### src/rtl/param_seq_detector.sv
// ---------------------------------------------------------------------------
// param_seq_detector
//
// Serial bit-stream pattern detector with a runtime-reloadable pattern,
// selectable Mealy/Moore match flag, selectable overlap behaviour and a
// saturating match counter.
//
// Handshake: din is a valid-only stream (no back-pressure). A bit is accepted
// on a rising clk edge when din_valid=1 and load=0. load takes priority over
// din_valid: on a load edge din is dropped and the pattern is replaced.
//
// Parameters
//   PAT_LEN  pattern length in bits (2..32)
//   PATTERN  pattern loaded at reset, bit [PAT_LEN-1] is received first
//   MOORE    0: flag is combinational (same cycle as final bit)
//            1: flag is registered (one cycle after the final bit)
//   OVERLAP  1: history kept after a match, 0: history discarded
//   CNT_W    match counter width
//
// Ports
//   clk        rising-edge clock
//   rst        asynchronous reset, active-low
//   din        serial data bit
//   din_valid  din qualifier
//   load       pattern load strobe
//   load_pat   new pattern, captured when load=1
//   flag       match indication
//   match_cnt  matches since reset/load, saturating at all-ones
//   cnt_sat    high while match_cnt is all-ones
// ---------------------------------------------------------------------------
module param_seq_detector #(
    parameter int                 PAT_LEN = 4,
    parameter logic [PAT_LEN-1:0] PATTERN = 4'b1011,
    parameter bit                 MOORE   = 1'b0,
    parameter bit                 OVERLAP = 1'b1,
    parameter int                 CNT_W   = 8
) (
    input  logic               clk,
    input  logic               rst,
    input  logic               din,
    input  logic               din_valid,
    input  logic               load,
    input  logic [PAT_LEN-1:0] load_pat,
    output logic               flag,
    output logic [CNT_W-1:0]   match_cnt,
    output logic               cnt_sat
);

    // fill counts 0..PAT_LEN-1, so $clog2(PAT_LEN) bits are enough
    localparam int                FILL_W    = $clog2(PAT_LEN);
    localparam logic [FILL_W-1:0] FILL_FULL = FILL_W'(PAT_LEN - 1);

    logic [PAT_LEN-1:0] pat_reg;
    logic [PAT_LEN-2:0] hist;      // newest accepted bit in bit 0
    logic [FILL_W-1:0]  fill;
    logic [CNT_W-1:0]   cnt_q;

    logic [PAT_LEN-1:0] window;    // history plus the bit on din right now
    logic               accept;
    logic               hit;

    assign window = {hist, din};
    assign accept = din_valid & ~load;
    // fill gates out bits that predate a reset or load
    assign hit    = accept & (fill == FILL_FULL) & (window == pat_reg);

    assign match_cnt = cnt_q;
    assign cnt_sat   = &cnt_q;

    always_ff @(posedge clk or negedge rst) begin
        if (!rst) begin
            pat_reg <= PATTERN;
            hist    <= '0;
            fill    <= '0;
            cnt_q   <= '0;
        end else if (load) begin
            pat_reg <= load_pat;
            hist    <= '0;
            fill    <= '0;
            cnt_q   <= '0;
        end else if (accept) begin
            if (hit && !OVERLAP) begin
                // non-overlapping: next match needs PAT_LEN fresh bits
                hist <= '0;
                fill <= '0;
            end else begin
                // dropping the MSB of window keeps the newest PAT_LEN-1 bits
                hist <= window[PAT_LEN-2:0];
                if (fill != FILL_FULL) begin
                    fill <= fill + 1'b1;
                end
            end
            if (hit && !cnt_sat) begin
                cnt_q <= cnt_q + 1'b1;
            end
        end
    end

    generate
        if (MOORE) begin : g_moore
            logic flag_q;

            // hit is already 0 on load or din_valid=0 edges, so the flag
            // clears on the following edge in those cases
            always_ff @(posedge clk or negedge rst) begin
                if (!rst) begin
                    flag_q <= 1'b0;
                end else begin
                    flag_q <= hit;
                end
            end

            assign flag = flag_q;
        end else begin : g_mealy
            // reset must hold the combinational flag low even mid-cycle
            assign flag = hit & rst;
        end
    endgenerate

endmodule

### config.mk
export PLATFORM = sky130hd
export DESIGN_NAME = param_seq_detector
export DESIGN_NICKNAME = d
export VERILOG_FILES = /design/src/rtl/param_seq_detector.sv
export SDC_FILE = /design/constraint.sdc
export NUM_CORES = 1
export LEC_CHECK = 0
export CAP_MARGIN = 20
export CORE_ASPECT_RATIO = 2
export CORE_UTILIZATION = 23
export CTS_CLUSTER_SIZE = 40
export DETAILED_ROUTE_END_ITERATION = 10
export SYNTH_ARGS = -nofsm -noshare
export SYNTH_HDL_FRONTEND = slang
export SYNTH_SLANG_ARGS = --single-unit
### constraint.sdc
create_clock -name clk -period 3.2 [get_ports clk]
set_input_delay 0.64 -clock clk [delete_from_list [all_inputs] [get_ports clk]]
set_output_delay 0.64 -clock clk [all_outputs]
set_load 0.005 [all_outputs]
==> flow_summary.toml <==
[clock_network]
cts_resized = 0
postCtsSetupRepairBufs = 0
cts_hold_buf = 0
root_buffer = "clkbuf_8"
clk_pin_slew_worst_paths_ns = 0.07
tritoncts = "yes"
cts.sinks = 17
cts_buffers = 3
cts_htree_levels = 1
clkLatencyLatePin_ns = 0.25
clockBufferDepth = 2

[timing]
worst_slack_ns = 0.266
setup_violations = 0
fmax_ghz = 0.341
slew_violations = 0
fin_crit_sh = 0.917
holdWs_ns = 0.504
worst_pin_slew_ns = 0.329
rsz0062_at_grt = "false"
finalCriticalPeriod_ns = 2.93
finalHoldViolCount = 0
skew_ns = 0.00150
finalSetupTns_ns = 0
slew_headroom = 0.779

[pwr]
cellPowerDensity_mw_per_mm2 = 364
ir_drop_mv = 0.215
leakagePower_nw = 0.558
power_mw = 0.451

[placement]
hpwl_um = 1440
dp_slack_ns = 0.276
io_buffers = 18
gp_congestion = 0.877
dp.cells = 152

[synth]
yosysUniqueCellTypes = 28
synth.yosys.seq_area_share = 0.449
synth_area_per_cell_um2 = 11.5
syn_nets = 94
ys_seq_elements = 17
synth_cells = 83
yosysWarnings = 0
netlist_area_um2 = 956

[worst_setup_path]
worstPathArrival_ns = 2.29
crit_path_start_kind = "primary input"
path_class = "primary input to output pin"
reg2reg_depth = 5
endpoint_kind = "output pin"
worstPathMaxFanout = 5
worstPathRequired_ns = 2.56

[die]
design.die.area_mm2 = 0.00443
initial_core_util = 0.244
core_area_mm2 = 0.00392
num_rows = 32
io_pins = 19
die_width_um = 47.6
die_h_um = 93.2

[global_route]
grt_overflow_total = 0
grt_pass1_wl_um = 3080
grtUsageTotal = 0.0975
antenna_found_initial = 0
grt_max_degree = 21
grt_pass1_vias = 711

[layout]
final_common_cell = "clkdlybuf4s50_1"
layout.nets = 117
instances_no_fill = 156
fillCellCount = 431
area_delta_synth_final_pct = 29.6
num_antenna_cells = 0
regArea_um2 = 429
layout_common_cells = "18 x clkdlybuf4s50_1, 14 x dfrtp_1, 8 x mux2i_1, 7 x mux2_2, 7 x nor2_1"
layout-drive-gt1-share = 0.248
multi_input_area_um2 = 489
largest_register_ffs = 8

[route]
drt_pass1_iterations = 4
drtIter0Drc = 8
drc_errors = 0
postRouteAntennaNets = 0
routedWlPerCell_um = 11.7
routed_wl_um = 1820
vias_per_cell = 4.44
via_count = 693

[min_path]
hp-class = "flip-flop to flip-flop"
holdPathStages = 1

[run_status]
status = "finished clean"

[flow_run]
maxCapViolCount = 0
[power breakdown]
group / leakage (nW) / internal [mW] / switching, mW / total [mW]
Sequential: 0.223 / 0.226 / 0.00843 / 0.235
Combinational: 0.310 / 0.0320 / 0.0241 / 0.0561
Clock: 0.0255 / 0.0863 / 0.0736 / 0.160
[cells in the mapped netlist]
| master | n | area (um^2) |
|---|---|---|
| a21oi_1 | 2 | 10.0 |
| and3_1 | 2 | 12.5 |
| and3_2 | 1 | 7.51 |
| and4_1 | 1 | 8.76 |
| and4b_1 | 1 | 10.0 |
| buf_4 | 1 | 7.51 |
| buf_6 | 2 | 22.5 |
| dfrtp_1 | 14 | 350 |
| dfstp_2 | 3 | 78.8 |
| ha_1 | 2 | 25.0 |
| inv_1 | 2 | 7.51 |
| mux2_2 | 7 | 78.8 |
| mux2i_1 | 8 | 80.1 |
| nand2_1 | 3 | 11.3 |
| nand2b_1 | 5 | 31.3 |
| nand3_1 | 2 | 10.0 |
| nand3_2 | 1 | 10.0 |
| nand4_1 | 4 | 25.0 |
| nand4b_2 | 1 | 15.0 |
| nor2_1 | 7 | 26.3 |
| nor2b_1 | 2 | 12.5 |
| nor3_1 | 1 | 5.00 |
| nor4_1 | 2 | 12.5 |
| o21ai_1 | 1 | 5.00 |
| o31ai_1 | 1 | 7.51 |
| or2_2 | 2 | 12.5 |
| or4_1 | 1 | 7.51 |
| xnor2_2 | 4 | 65.1 |
[critical path, cell delays in order]
cell	delay, ns
clkdlybuf4s50_1	0.53
xnor2_2	0.14
and4b_1	0.32
and3_1	0.18
clkdlybuf4s50_1	0.49
[area by class of cell]
| class | count | area share |
|---|---|---|
| Sequential cell | 17 | 0.346 |
| Tap cell | 51 | 0.0515 |
| Timing Repair Buffer | 21 | 0.164 |
| Clock buffer | 3 | 0.0333 |
| Clock inverter | 1 | 0.00404 |
| Multi-Input combinational cell | 61 | 0.395 |
| Inverter | 2 | 0.00606 |
[path summary, 6_finish.rpt]
check | slack [ns] | endpoint | from
setup / recovery | 0.27 | flag | din
hold / removal | 0.50 | match_cnt[6]$_DFFE_PN0P_ | match_cnt[6]$_DFFE_PN0P_
setup reg to reg | 1.52 | match_cnt[1]$_DFFE_PN0P_ | match_cnt[0]$_DFFE_PN0P_
hold reg to reg | 0.50 | match_cnt[6]$_DFFE_PN0P_ | match_cnt[6]$_DFFE_PN0P_
max in group asynchronous | 2.21 | pat_reg[1]$_DFFE_PN1P_ | rst
min in group asynchronous | 0.74 | match_cnt[2]$_DFFE_PN0P_ | rst
[routing by layer]
metal / wire length (um) / part of all wire / vias up / GRT usage
li1: - / - / 337 / -
met1: 723 / 0.40 / 334 / 0.111
met2: 979 / 0.54 / 18 / 0.155
met3: 66 / 0.036 / 4 / 0.0174
met4: 49 / 0.027 / 0 / 0.0648
met5: 0 / 0 / - / 0
[kinds of logic (layout without fill, tap and decap cells)]
| group | after synthesis | count (layout) | synth area share |
|---|---|---|---|
| compound gates | 4 | 4 | 0.0236 |
| fa+ha+maj | 2 | 2 | 0.0262 |
| xor+xnor | 4 | 4 | 0.0681 |
| flops | 17 | 17 | 0.449 |
| buf+inv | 5 | 27 | 0.0393 |
| mux | 15 | 15 | 0.166 |
| simple gates | 36 | 36 | 0.228 |
[per-stage QoR]
step / utilization / cell area (um^2)
after global routing: 0.316 / 1240
final: 0.316 / 1240
after floorplan: - / 956
after detailed placement: 0.304 / 1190
after global placement: 0.304 / 1190
after CTS: 0.316 / 1240
Power figures use the tool's default switching activity.
